## config.mk

```make
export PLATFORM = sky130hd
export DESIGN_NAME = ysyx_22050535_ifu
export DESIGN_NICKNAME = d
export VERILOG_FILES = /design/src/rtl/ysyx_22050535_ifu.sv
export SDC_FILE = /design/constraint.sdc
export NUM_CORES = 1
export LEC_CHECK = 0
export ABC_AREA = 0
export ABC_CLOCK_PERIOD_IN_PS = 4300
export BUFFER_PORTS_ARGS = -buffer_cell sky130_fd_sc_hd__buf_2
export CAP_MARGIN = 20
export CORE_MARGIN = 2
export CORE_UTILIZATION = 52
export DETAILED_ROUTE_END_ITERATION = 8
export GPL_TIMING_DRIVEN = 0
export PLACE_DENSITY = 0.88
export SLEW_MARGIN = 5
export SYNTH_ARGS = -nofsm -noshare
export SYNTH_HDL_FRONTEND = slang
export SYNTH_SLANG_ARGS = --single-unit
```

## constraint.sdc

```tcl
create_clock -name clk -period 4.3 [get_ports clk]
set_input_delay 0.43 -clock clk [delete_from_list [all_inputs] [get_ports clk]]
set_output_delay 0.43 -clock clk [all_outputs]
set_load 0.01 [all_outputs]
```

## src/rtl/ysyx_22050535_ifu.sv

```systemverilog
// ----------------------------------------------------------------------------
// ysyx_22050535_ifu -- instruction fetch stage
//
// Holds the PC, issues one instruction-memory read at a time and hands
// {inst, pc} to decode through a one-entry output buffer. A redirect from
// execute reloads the PC (word aligned) and causes any fetch already in
// flight to be thrown away when its response comes back.
//
// Ports
//   clk, rst_n      rising-edge clock, asynchronous active-low reset
//   imem_req_*      fetch request: valid/ready, addr = current pc
//   imem_rsp_*      fetch response: valid only, one per accepted request
//   redirect_*      single-cycle PC redirect from execute
//   out_*           {out_inst, out_pc} to decode, valid/ready
//   o_dbg_state     current FSM state, for observation only
//
// Handshake rule for every valid/ready pair: a transfer happens on a rising
// clock edge where valid and ready are both high; the sender keeps valid and
// its payload stable until that edge, the receiver may drive ready freely.
// ----------------------------------------------------------------------------
module ysyx_22050535_ifu #(
    parameter int              ADDR_W   = 32,
    parameter int              INST_W   = 32,
    parameter logic [ADDR_W-1:0] RESET_PC = 32'h8000_0000
) (
    input  logic              clk,
    input  logic              rst_n,
    output logic              imem_req_valid,
    input  logic              imem_req_ready,
    output logic [ADDR_W-1:0] imem_req_addr,
    input  logic              imem_rsp_valid,
    input  logic [INST_W-1:0] imem_rsp_data,
    input  logic              redirect_valid,
    input  logic [ADDR_W-1:0] redirect_pc,
    output logic              out_valid,
    input  logic              out_ready,
    output logic [INST_W-1:0] out_inst,
    output logic [ADDR_W-1:0] out_pc,
    output logic [1:0]        o_dbg_state
);

    typedef enum logic [1:0] {
        S_REQ  = 2'd0,
        S_WAIT = 2'd1,
        S_HOLD = 2'd2
    } state_t;

    state_t            r_state;
    logic [ADDR_W-1:0] r_pc;
    logic              r_drop;      // the outstanding response is stale
    logic [INST_W-1:0] r_out_inst;
    logic [ADDR_W-1:0] r_out_pc;

    logic [ADDR_W-1:0] w_redirect_pc;
    logic              w_unused_bits;

    // Instructions are word aligned; the low target bits are ignored.
    assign w_redirect_pc = {redirect_pc[ADDR_W-1:2], 2'b00};
    assign w_unused_bits = ^redirect_pc[1:0];

    // A redirect cycle never issues a request: the pc is about to change.
    assign imem_req_valid = (r_state == S_REQ) && !redirect_valid;
    assign imem_req_addr  = r_pc;
    assign out_valid      = (r_state == S_HOLD);
    assign out_inst       = r_out_inst;
    assign out_pc         = r_out_pc;
    assign o_dbg_state    = r_state;

    always_ff @(posedge clk or negedge rst_n) begin
        if (!rst_n) begin
            r_state    <= S_REQ;
            r_pc       <= RESET_PC;
            r_drop     <= 1'b0;
            r_out_inst <= '0;
            r_out_pc   <= '0;
        end else if (redirect_valid) begin
            r_pc <= w_redirect_pc;
            case (r_state)
                S_WAIT: begin
                    if (imem_rsp_valid) begin
                        // The response landing now is the stale one; it is
                        // consumed here, so nothing is left to drop.
                        r_drop  <= 1'b0;
                        r_state <= S_REQ;
                    end else begin
                        r_drop  <= 1'b1;
                    end
                end
                S_HOLD: begin
                    // Buffer flushed; a same-cycle out_ready still transfers.
                    r_state <= S_REQ;
                end
                default: begin
                    r_state <= S_REQ;
                end
            endcase
        end else begin
            case (r_state)
                S_REQ: begin
                    if (imem_req_ready) begin
                        r_state <= S_WAIT;
                    end
                end
                S_WAIT: begin
                    if (imem_rsp_valid) begin
                        if (r_drop) begin
                            r_drop  <= 1'b0;
                            r_state <= S_REQ;
                        end else begin
                            r_out_inst <= imem_rsp_data;
                            r_out_pc   <= r_pc;
                            r_pc       <= r_pc + ADDR_W'(4);
                            r_state    <= S_HOLD;
                        end
                    end
                end
                S_HOLD: begin
                    if (out_ready) begin
                        r_state <= S_REQ;
                    end
                end
                default: begin
                    r_state <= S_REQ;
                end
            endcase
        end
    end

endmodule

```

==> impl_metrics.yaml <==
timing:
  period_needed_ns: 2.19
  final_hold_viol_count: 0
  slew_headroom_pct: 60.8
  rsz0062_at_grt: "no"
  skew_ns: 0.0130
  holdWs_ns: 0.0495
  timing.final.crit_share_pct: 50.9
  worst_pin_slew_ns: 0.585
  slew_viol_final: 0
  max_freq_ghz: 0.457
  setup-tns-final_ns: 0
  setup_viol_count_final: 0
clock_network:
  cts_resized: 0
  cts.sink_count: 95
  holdBufCountCts: 0
  ctsHtreeMaxLevel: 3
  clk_latency_ns: 0.35
  clk_pin_slew_ns: 0.10
  root_buffer: "clkbuf_8"
  clk_path_buf_depth: 2
  post-cts-setup-buffers: 0
  cts_tree: "done"
  cts_buffers: 9
routing:
  drt_iter0_drc: 163
  wirelength_um: 10500
  drc: 0
  routedWlPerCell_um: 16.3
  avgViaCountPerCell: 5.55
  antenna_violating_nets_post_route: 0
  dr.pass1.iters: 4
  dr_total_vias: 3565
placement:
  post-dp-hpwl_um: 7740
  gp_congestion: 0.856
  placed_cell_area_um2: 5260
  portBuffers: 163
floorplanning:
  die-area_um2: 8950
  start_util_pct: 52.7
  ios: 170
  core_um2: 8090
  fp-row-count: 33
  die_y_um: 94.6
  die_w_um: 94.6
run_status:
  status: "completed"
finish:
  fin_area_um2: 5450
  drive_above_1_share_pct: 49.0
  areaGrowthSynthToFinish_pct: 27.7
  final_nets: 603
  diodes: 0
logic_synthesis:
  yosysWarnings: 0
  yosysTopAreaCell: "dfrtp_1"
  ys_seq_area_share_pct: 55.7
  synth_edf_count: 0
  synth_cell_types: 39
  syn_avg_cell_area_um2: 12.1
  synth_area_leaders: "dfrtp_1 55%, mux2_2 16%, or4_1 3.3%"
  synth_ff_type: "dfrtp_1"
  synth.top_cells.by_count: "94 x dfrtp_1, 62 x mux2_2, 23 x nand2_1"
  synth.top_cell.area_share_pct: 55.1
  synthArstFlopShare_pct: 100
  yosysMostFrequentCell: "dfrtp_1"
  syn_inst: 354
  synth_seq_cells: 95
  synth_area_um2: 4270
flow_run:
  drv_cap: 0
power:
  power.density_nw_per_um2: 542
  power_leakage_nw: 2.52
  ir_worst_vdd_uv: 263
  power_mw: 2.95
worst_setup_path:
  crit_path_start: "o_dbg_state[1]$_DFFE_PN0P_"
  critPathRequiredTime_ns: 4.54
  cp-start-kind: "flip-flop"
  r2r-start: "o_dbg_state[1]$_DFFE_PN0P_"
  critPathKind: "flip-flop to flip-flop"
  cp-end-kind: "flip-flop"
  cp_max_fo: 10
  crit_arrival_ns: 2.43
worst_hold_path:
  hold_path.class: "input port to asynchronous set/reset pin"
global_route:
  grt_usage_pct: 23.1
  overflow: 0
  grt_pass1_wl_um: 16200
  grt_max_degree: 55
  first_global_vias: 3342
  antenna_found_initial: 0
flip-flops by register name, summed over array words and instances (netlist names):
register and count:
o_dbg_state 2, r_drop 1, out_inst 32, out_pc 30, imem_req_addr 30
path summary, 6_finish.rpt:
check / endpoint / slack (ns) / cells past startpoint
hold reg to reg: out_inst[31]$_DFFE_PN0P_ / 0.51 / 1
hold / removal: imem_req_addr[23]$_DFFE_PN0P_ / 0.05 / 1
setup / recovery: out_pc[9]$_DFFE_PN0P_ / 2.11 / 4
setup reg to reg: out_pc[9]$_DFFE_PN0P_ / 2.11 / 4
min in group clk: imem_req_addr[4]$_DFFE_PN0P_ / 0.28 / 3
max in group asynchronous: out_inst[4]$_DFFE_PN0P_ / 3.59 / 2
cell type report:
type / count / area (um^2)
plain buffers: 23 / 125
clock buffers: 10 / 128
clock inverters: 6 / 67.6
fillers: 647 / 2640
inverters: 3 / 11.3
multi-input cells: 236 / 1760
flip-flops and latches: 95 / 2380
well taps: 105 / 131
repair buffers: 164 / 846
per-layer routing:
layer  part of all wire [%]  GRT usage [%]  up-vias
li1                       -              -     1661
met1                     42           30.3     1751
met2                     51           39.4      140
met3                    5.9           3.67       13
met4                    1.3           7.73        0
met5                      0              0        -
critical path, stage by stage (launching register included):
cell	delay [ns]
dfrtp_1	0.46
nand4bb_1	0.33
nor2_1	0.53
buf_2	0.39
mux2_2	0.37
placed cells by master (no fill, tap or decap), types with 11 or more instances in the layout:
master   synthesis  layout
o21ai_0         11      11
mux2_2          62      62
a31oi_1         18      18
nand2_1         23      23
o31ai_1         15      15
dfrtp_1         94      94
nand3_1         11      11
or4_1           19      19
buf_2            7     169
nor2_1          21      21
per-stage QoR:
step	utilization [%]	instances	worst slack, ns
5_1_grt	67.4	642	1.95
3_3_place_gp	64.6	625	1.96
3_5_place_dp	65.0	626	2.05
4_1_cts	67.4	642	2.04
2_1_floorplan	-	357	2.52
6_report	67.4	642	2.11
logic make-up (layout without fill, tap and decap cells):
logic type / count (synthesis) / count (layout) / share of synthesized area (%)
other: 1 / 4 / 0.0879
and+or+nand+nor: 107 / 107 / 14.5
AOI/OAI and AO/OA: 52 / 52 / 7.80
DFF: 95 / 95 / 55.7
adders and majority gates: 1 / 1 / 0.293
muxes: 63 / 63 / 16.6
xor gates and xnor gates: 9 / 9 / 1.85
buffers and inverters: 26 / 206 / 3.20
power breakdown:
group | total, mW | switching [mW] | leakage, nW | internal (mW)
combinational | 0.956 | 0.454 | 1.30 | 0.502
sequential | 1.40 | 0.186 | 1.13 | 1.22
clock | 0.594 | 0.321 | 0.0933 | 0.273
Power figures use the tool's default switching activity.
